File: config.mk
export PLATFORM = sky130hd
export DESIGN_NAME = mdu_iter
export DESIGN_NICKNAME = d
export VERILOG_FILES = /design/src/rtl/mdu_iter_pkg.sv /design/src/rtl/mdu_shift_core.sv /design/src/rtl/mdu_iter.sv
export SDC_FILE = /design/constraint.sdc
export NUM_CORES = 1
export LEC_CHECK = 0
export ABC_AREA = 1
export CAP_MARGIN = 20
export CORE_MARGIN = 10
export CORE_UTILIZATION = 40
export DETAILED_ROUTE_END_ITERATION = 6
export GPL_ROUTABILITY_DRIVEN = 0
export PLACE_DENSITY = 0.63
export SETUP_SLACK_MARGIN = 0.5
export SYNTH_ARGS = -nofsm -noshare
export SYNTH_HDL_FRONTEND = slang
export SYNTH_SLANG_ARGS = --single-unit
File: constraint.sdc
create_clock -name clk_i -period 2.4 [get_ports clk_i]
set_input_delay 0.48 -clock clk_i [delete_from_list [all_inputs] [get_ports clk_i]]
set_output_delay 0.48 -clock clk_i [all_outputs]
set_load 0.1 [all_outputs]
File: src/rtl/mdu_iter_pkg.sv
// mdu_iter_pkg: shared types and helpers for the iterative RV32M multiply/divide unit.
//   mdu_op_e    : M-extension funct3 encodings (MDU_MUL..MDU_REMU).
//   mdu_state_e : FSM state encodings (IDLE, BUSY, DONE).
//   op_* funcs  : operation-class decode used by the FSM and the datapath.
package mdu_iter_pkg;

    typedef enum logic [2:0] {
        MduMul    = 3'b000,
        MduMulh   = 3'b001,
        MduMulhsu = 3'b010,
        MduMulhu  = 3'b011,
        MduDiv    = 3'b100,
        MduDivu   = 3'b101,
        MduRem    = 3'b110,
        MduRemu   = 3'b111
    } mdu_op_e;

    typedef enum logic [1:0] {
        StIdle = 2'b00,
        StBusy = 2'b01,
        StDone = 2'b10
    } mdu_state_e;

    // All divide/remainder ops have funct3[2] set.
    function automatic logic op_is_div(input mdu_op_e op);
        return op[2];
    endfunction

    function automatic logic op_is_rem(input mdu_op_e op);
        return op[2] & op[1];
    endfunction

    function automatic logic op_rs1_signed(input mdu_op_e op);
        return (op == MduMulh) || (op == MduMulhsu) || (op == MduDiv) || (op == MduRem);
    endfunction

    // MULHSU deliberately treats rs2 as unsigned.
    function automatic logic op_rs2_signed(input mdu_op_e op);
        return (op == MduMulh) || (op == MduDiv) || (op == MduRem);
    endfunction

endpackage

File: src/rtl/mdu_shift_core.sv
// mdu_shift_core: shared radix-2 datapath for mdu_iter.
//   The {hi, lo} register pair is the 2*XLEN product accumulator for multiply and the
//   {remainder, quotient} pair for divide.
// Ports:
//   clk_i, rst_n_i : clock, asynchronous active-low reset
//   start_i        : load operands (hi cleared, lo <= a_i, divisor/multiplicand <= b_i)
//   step_i         : perform one radix-2 iteration
//   is_div_i       : 1 = restoring shift-subtract, 0 = shift-add multiply
//   a_i, b_i       : operand magnitudes
//   hi_o, lo_o     : product high/low word, or remainder/quotient
module mdu_shift_core #(
    parameter int unsigned XLEN = 32
) (
    input  logic            clk_i,
    input  logic            rst_n_i,
    input  logic            start_i,
    input  logic            step_i,
    input  logic            is_div_i,
    input  logic [XLEN-1:0] a_i,
    input  logic [XLEN-1:0] b_i,
    output logic [XLEN-1:0] hi_o,
    output logic [XLEN-1:0] lo_o
);

    logic [XLEN-1:0] hi_q, hi_d;
    logic [XLEN-1:0] lo_q, lo_d;
    logic [XLEN-1:0] b_q, b_d;
    logic [XLEN:0]   rem_shift;
    logic [XLEN:0]   trial;
    logic [XLEN:0]   sum;

    always_comb begin
        hi_d      = hi_q;
        lo_d      = lo_q;
        b_d       = b_q;
        rem_shift = {hi_q, lo_q[XLEN-1]};
        trial     = rem_shift - {1'b0, b_q};
        sum       = {1'b0, hi_q} + (lo_q[0] ? {1'b0, b_q} : '0);
        if (start_i) begin
            hi_d = '0;
            lo_d = a_i;
            b_d  = b_i;
        end else if (step_i) begin
            if (is_div_i) begin
                // Borrow out of the trial subtract means the divisor did not fit: restore.
                if (!trial[XLEN]) begin
                    hi_d = trial[XLEN-1:0];
                    lo_d = {lo_q[XLEN-2:0], 1'b1};
                end else begin
                    hi_d = rem_shift[XLEN-1:0];
                    lo_d = {lo_q[XLEN-2:0], 1'b0};
                end
            end else begin
                // Multiplier bits are consumed from lo's LSB as product bits shift in from hi.
                {hi_d, lo_d} = {sum, lo_q[XLEN-1:1]};
            end
        end
    end

    always_ff @(posedge clk_i or negedge rst_n_i) begin
        if (!rst_n_i) begin
            hi_q <= '0;
            lo_q <= '0;
            b_q  <= '0;
        end else begin
            hi_q <= hi_d;
            lo_q <= lo_d;
            b_q  <= b_d;
        end
    end

    assign hi_o = hi_q;
    assign lo_o = lo_q;

endmodule

File: src/rtl/mdu_iter.sv
// mdu_iter: iterative RV32M multiply/divide unit in the EX stage.
//   Accepts an M-extension op from EX, stalls the front of the pipe while a radix-2
//   multiply or restoring divide runs, then presents the result for one cycle.
//   Divide-by-zero and signed overflow bypass the iterative core.
// Build option:
//   MDU_FAST_MUL_EN : MUL* complete combinationally in the accept cycle; only DIV/REM
//                     use the FSM. Undefined: every op is iterative.
// Ports:
//   clk_i, rst_n_i  : clock, asynchronous active-low reset
//   valid_i         : EX holds an M-extension instruction
//   op_i            : funct3 (MUL..REMU)
//   rs1_i, rs2_i    : forwarded operands
//   kill_i          : abort in-flight op (trap/flush)
//   result_o        : result, valid when result_valid_o; holds last value otherwise
//   result_valid_o  : result_o valid this cycle
//   stall_o         : multi-cycle stall request to hazard unit
//   busy_o          : FSM not IDLE
module mdu_iter
    import mdu_iter_pkg::*;
#(
    parameter int unsigned XLEN  = 32,
    parameter int unsigned CNT_W = 6
) (
    input  logic            clk_i,
    input  logic            rst_n_i,
    input  logic            valid_i,
    input  logic [2:0]      op_i,
    input  logic [XLEN-1:0] rs1_i,
    input  logic [XLEN-1:0] rs2_i,
    input  logic            kill_i,
    output logic [XLEN-1:0] result_o,
    output logic            result_valid_o,
    output logic            stall_o,
    output logic            busy_o
);

    localparam logic [XLEN-1:0] DivByZeroQuot = '1;
    localparam logic [XLEN-1:0] OvfQuot       = {1'b1, {(XLEN-1){1'b0}}};
    localparam logic [XLEN-1:0] OvfRem        = '0;

    mdu_state_e      state_q, state_d;
    logic [CNT_W-1:0] cnt_q, cnt_d;
    mdu_op_e         op_q, op_d;
    logic            sign_a_q, sign_a_d;
    logic            sign_b_q, sign_b_d;
    logic            special_q, special_d;
    logic [XLEN-1:0] special_res_q, special_res_d;
    logic [XLEN-1:0] result_q, result_d;

    mdu_op_e         op_in;
    logic            in_sign_a, in_sign_b;
    logic [XLEN-1:0] mag_a, mag_b;
    logic            in_div0, in_ovf;
    logic [XLEN-1:0] in_special_res;

    logic            core_start, core_step;
    logic [XLEN-1:0] core_hi, core_lo;

    logic [2*XLEN-1:0] prod, prod_fix;
    logic [XLEN-1:0]   quot_fix, rem_fix, final_res;

`ifdef MDU_FAST_MUL_EN
    logic [XLEN:0]     fast_a, fast_b;
    logic [2*XLEN-1:0] fast_p;
    logic [XLEN-1:0]   fast_res;
`endif

    // Operand conditioning for the accept cycle.
    always_comb begin
        op_in     = mdu_op_e'(op_i);
        in_sign_a = op_rs1_signed(op_in) & rs1_i[XLEN-1];
        in_sign_b = op_rs2_signed(op_in) & rs2_i[XLEN-1];
        mag_a     = in_sign_a ? -rs1_i : rs1_i;
        mag_b     = in_sign_b ? -rs2_i : rs2_i;
        in_div0   = op_is_div(op_in) && (rs2_i == '0);
        in_ovf    = op_is_div(op_in) && op_rs1_signed(op_in) &&
                    (rs1_i == OvfQuot) && (rs2_i == '1);
        if (op_is_rem(op_in)) begin
            in_special_res = in_div0 ? rs1_i : OvfRem;
        end else begin
            in_special_res = in_div0 ? DivByZeroQuot : OvfQuot;
        end
    end

`ifdef MDU_FAST_MUL_EN
    always_comb begin
        fast_a   = {op_rs1_signed(op_in) & rs1_i[XLEN-1], rs1_i};
        fast_b   = {op_rs2_signed(op_in) & rs2_i[XLEN-1], rs2_i};
        // Sign-extend to 2*XLEN; the low 2*XLEN bits of the signed product are exact.
        fast_p   = $signed((2*XLEN)'($signed(fast_a))) * $signed((2*XLEN)'($signed(fast_b)));
        fast_res = (op_in == MduMul) ? fast_p[XLEN-1:0] : fast_p[2*XLEN-1:XLEN];
    end
`endif

    mdu_shift_core #(
        .XLEN(XLEN)
    ) u_core (
        .clk_i    (clk_i),
        .rst_n_i  (rst_n_i),
        .start_i  (core_start),
        .step_i   (core_step),
        .is_div_i (op_is_div(op_q)),
        .a_i      (mag_a),
        .b_i      (mag_b),
        .hi_o     (core_hi),
        .lo_o     (core_lo)
    );

    // Sign correction and half selection of the finished iteration.
    always_comb begin
        prod      = {core_hi, core_lo};
        prod_fix  = (sign_a_q ^ sign_b_q) ? -prod : prod;
        quot_fix  = (sign_a_q ^ sign_b_q) ? -core_lo : core_lo;
        rem_fix   = sign_a_q ? -core_hi : core_hi;
        final_res = quot_fix;
        unique case (op_q)
            MduMul:                        final_res = prod_fix[XLEN-1:0];
            MduMulh, MduMulhsu, MduMulhu:  final_res = prod_fix[2*XLEN-1:XLEN];
            MduDiv, MduDivu:               final_res = quot_fix;
            MduRem, MduRemu:               final_res = rem_fix;
            default:                       final_res = quot_fix;
        endcase
        if (special_q) begin
            final_res = special_res_q;
        end
    end

    always_comb begin
        state_d        = state_q;
        cnt_d          = cnt_q;
        op_d           = op_q;
        sign_a_d       = sign_a_q;
        sign_b_d       = sign_b_q;
        special_d      = special_q;
        special_res_d  = special_res_q;
        result_d       = result_q;
        core_start     = 1'b0;
        core_step      = 1'b0;
        stall_o        = 1'b0;
        result_valid_o = 1'b0;
        result_o       = result_q;

        if (kill_i) begin
            state_d = StIdle;
        end else begin
            unique case (state_q)
                StIdle: begin
                    if (valid_i) begin
`ifdef MDU_FAST_MUL_EN
                        if (!op_is_div(op_in)) begin
                            result_o       = fast_res;
                            result_valid_o = 1'b1;
                            result_d       = fast_res;
                        end else begin
`else
                        begin
`endif
                            op_d          = op_in;
                            sign_a_d      = in_sign_a;
                            sign_b_d      = in_sign_b;
                            special_d     = in_div0 | in_ovf;
                            special_res_d = in_special_res;
                            cnt_d         = '0;
                            core_start    = 1'b1;
                            stall_o       = 1'b1;
                            state_d       = (in_div0 | in_ovf) ? StDone : StBusy;
                        end
                    end
                end
                StBusy: begin
                    stall_o   = 1'b1;
                    core_step = 1'b1;
                    cnt_d     = cnt_q + CNT_W'(1);
                    if (cnt_q == CNT_W'(XLEN - 1)) begin
                        state_d = StDone;
                    end
                end
                StDone: begin
                    // valid_i may still be high here for this same instruction: never restart.
                    result_valid_o = 1'b1;
                    result_o       = final_res;
                    result_d       = final_res;
                    state_d        = StIdle;
                end
                default: begin
                    state_d = StIdle;
                end
            endcase
        end
    end

    always_ff @(posedge clk_i or negedge rst_n_i) begin
        if (!rst_n_i) begin
            state_q       <= StIdle;
            cnt_q         <= '0;
            op_q          <= MduMul;
            sign_a_q      <= 1'b0;
            sign_b_q      <= 1'b0;
            special_q     <= 1'b0;
            special_res_q <= '0;
            result_q      <= '0;
        end else begin
            state_q       <= state_d;
            cnt_q         <= cnt_d;
            op_q          <= op_d;
            sign_a_q      <= sign_a_d;
            sign_b_q      <= sign_b_d;
            special_q     <= special_d;
            special_res_q <= special_res_d;
            result_q      <= result_d;
        end
    end

    assign busy_o = (state_q != StIdle);

endmodule
==> impl_metrics.env <==
export IMPL_cts_buffers=17
export IMPL_synth_area_mm2=0.01850
export IMPL_initialDrtViolationCount=3487
export IMPL_area_growth_pct=61.06
export IMPL_final_hold_viol_count=0
export IMPL_synth_edf_count=0
export IMPL_path_clk_slew_ps=80
export IMPL_drive_gt1_share_pct=38.28
export IMPL_dieArea_mm2=0.05524
export IMPL_p_total_mw=42.44
export IMPL_ios=106
export IMPL_fin_ws_ps=-803.6
export IMPL_required_ps=1920
export IMPL_vias_per_cell=5.687
export IMPL_firstDrtPassIters=7
export IMPL_finalCritPeriodShare_pct=133.5
export IMPL_row_count=78
export IMPL_final_util_pct=65.36
export IMPL_peakVddDrop_v=0.0008225
export IMPL_tritoncts="yes"
export IMPL_arrival_ps=2720
export IMPL_synth_cell_type_count=54
export IMPL_rsz0062_at_grt="true"
export IMPL_synthArstFlopShare_pct=100.0
export IMPL_setup_violations=65
export IMPL_io_buffers=105
export IMPL_clock_power_share_pct=6.9
export IMPL_end_kind="output port"
export IMPL_ys_ff_latch=174
export IMPL_syn_inst=3228
export IMPL_grt_pass1_vias=23470
export IMPL_holdWs_ps=317.0
export IMPL_syn_num_nets=3371
export IMPL_critPathLaunchType="flip-flop"
export IMPL_min_path_type="in2reg"
export IMPL_core_area_mm2=0.04558
export IMPL_crit_type="reg2out"
export IMPL_p_sw_share_pct=54.54
export IMPL_slew_headroom_pct=51.63
export IMPL_max_slew_worst_pin_slew_ps=725.6
export IMPL_path_max_fanout=5
export IMPL_cts_sinks=174
export IMPL_violations="DRC, setup timing"
export IMPL_fin_skew_ps=14.78
export IMPL_min_period_ps=3204
export IMPL_grt_pass1_wl_mm=131.8
export IMPL_drv_cap=0
export IMPL_mostFrequentLayoutCell="nand2_1"
export IMPL_clk_latency_ps=500
export IMPL_drv_slew=0
export IMPL_timing_fmax_mhz=312.2
export IMPL_synth_area_top_cells="dfrtp_1, nand2_1, nor2_1, inv_1, nand3_1"
export IMPL_synthFlopType="dfrtp_1"
export IMPL_die_w_um=235.0
export IMPL_initial_core_util_pct=40.58
export IMPL_status="complete, but fails checks"
export IMPL_p_switching_mw=23.15
export IMPL_drt_wl_total_mm=89.55
export IMPL_p_per_area_mw_per_mm2=1425
export IMPL_synth_seq_area_share_pct=23.54
export IMPL_cts_max_level=4
export IMPL_track_usage_pct=29.65
export IMPL_die_y_um=235.0
export IMPL_tns_ps=-34550
export IMPL_dp_hpwl_mm=65.55
export IMPL_synth_top_area_share_pct=23.54
export IMPL_combPwrFrac_pct=80.9
export IMPL_cts_root_buf="clkbuf_16"
export IMPL_p_leak_nw=14.72
export IMPL_place_ws_ps=-444.1
export IMPL_vias=25490
export IMPL_antenna_found_initial=2
export IMPL_grt_max_degree=89
export IMPL_avgSynthCellArea_um2=5.730
export IMPL_cts_buffer_depth=2
export IMPL_grt_overflow_total=0
export IMPL_p_seq_share_pct=12.2
export IMPL_yosys_warnings=0
export IMPL_synth_largest_area_cell="dfrtp_1"
export IMPL_final_cell_mix="nand2_1, buf_4, inv_1"
export IMPL_drc=12
export IMPL_fin_nets=4013
export IMPL_wl_per_cell_um=19.98
export IMPL_ant_nets=0
export IMPL_intPower_mw=19.30
==> cells in the mapped netlist (10+ instances only) <==
cell / instances
nand2_4: 10
inv_1: 397
xor2_1: 40
nor2_1: 424
or2_2: 13
ha_1: 70
nand3_2: 11
a31oi_1: 26
o21bai_1: 14
nor3_1: 31
a21o_1: 11
o21ai_0: 225
buf_2: 26
xnor2_1: 18
inv_2: 11
nor2_2: 11
clkbuf_1: 60
nand2_2: 14
o21ai_1: 41
nand3b_1: 16
nand2_1: 1085
nand4_1: 31
a21oi_1: 129
nand3_1: 257
dfrtp_1: 174
==> power groups by stage <==
stage | Clock [mW] | Combinational, mW | Sequential (mW)
2_1_floorplan | 0 | 15.6 | 4.80
3_3_place_gp | 0 | 26.7 | 4.91
3_5_place_dp | 0 | 27.1 | 4.95
4_1_cts | 2.95 | 30.1 | 4.99
5_1_grt | 3.05 | 36.3 | 5.24
6_report | 2.92 | 34.4 | 5.17
==> sequential cells by signal (all words and copies together) (netlist names) <==
name and cells:
sign_b_q 1, result_q 32, sign_a_q 1, special_q 1
cnt_q 6, u_core.b_q 32, state_q 2, u_core.hi_o 32
special_res_q 32, u_core.lo_o 32, op_q 3
==> worst paths after layout <==
check / slack [ps] / cells after the start / endpoint / startpoint
worst min-delay path: 320 / 3 / special_res_q[1] / rs1_i[1]
worst max register to register: -420 / 20 / u_core.hi_o[5] / u_core.lo_o[31]
worst min register to register: 500 / 2 / special_res_q[19] / special_res_q[19]
max in group asynchronous: 1260 / 3 / u_core.hi_o[24] / rst_n_i
min in group asynchronous: 360 / 2 / result_q[1] / rst_n_i
worst max-delay path: -800 / 15 / result_o[26] / u_core.lo_o[5]
==> per-layer routing <==
layer | global-route usage [%] | share of wire (%) | up-vias
li1 | - | - | 11590
met1 | 39.07 | 40 | 11770
met2 | 43.45 | 42 | 1724
met3 | 8.743 | 12 | 413
met4 | 14.17 | 5.7 | 4
met5 | 0 | 0.045 | -
==> logic make-up after synthesis <==
logic type,share of synthesized area [%]
flip-flops,23.54
buffers and inverters,10.91
AO/OA/AOI/OAI,14.33
adder cells (fa/ha/maj),4.952
AND/OR/NAND/NOR,43.52
XOR/XNOR,2.746
==> critical path, stage by stage, from the launching register on <==
cell	delay (ps)
dfrtp_1	450
nor2_2	180
nand2_2	100
nor2_4	220
nand2_4	110
buf_6	140
nand2_4	60
nand2_4	70
o21ai_1	180
nand2_1	80
o21ai_1	160
inv_1	70
nand2_1	70
nand2_2	90
nand2_8	90
buf_12	160
==> cell type report <==
cell class / count / area (µm²)
diodes: 1 / 2.502
repair buffers: 722 / 6518
clock inverters: 11 / 132.6
inverters: 410 / 1583
flip-flops and latches: 174 / 4397
clock buffers: 20 / 446.7
well taps: 600 / 750.7
multi-input cells: 2545 / 15960
fillers: 3698 / 15790
==> repair_timing <==
item,in CTS,in global routing
buffers inserted,47,41
resized for setup,381,496
endpoints found under the setup margin,168,193
pin swaps,113,249
gates cloned,5,2
hold buffers,1,0
hold endpoints to repair,1,0
==> per-stage QoR <==
stage	area, µm²	instances
finish	29790	4483
global route	29790	4482
CTS	27700	4439
detailed placement	25200	4355
global placement	25200	4355
floorplan	19460	3228
(Power assumes the default switching activity.)
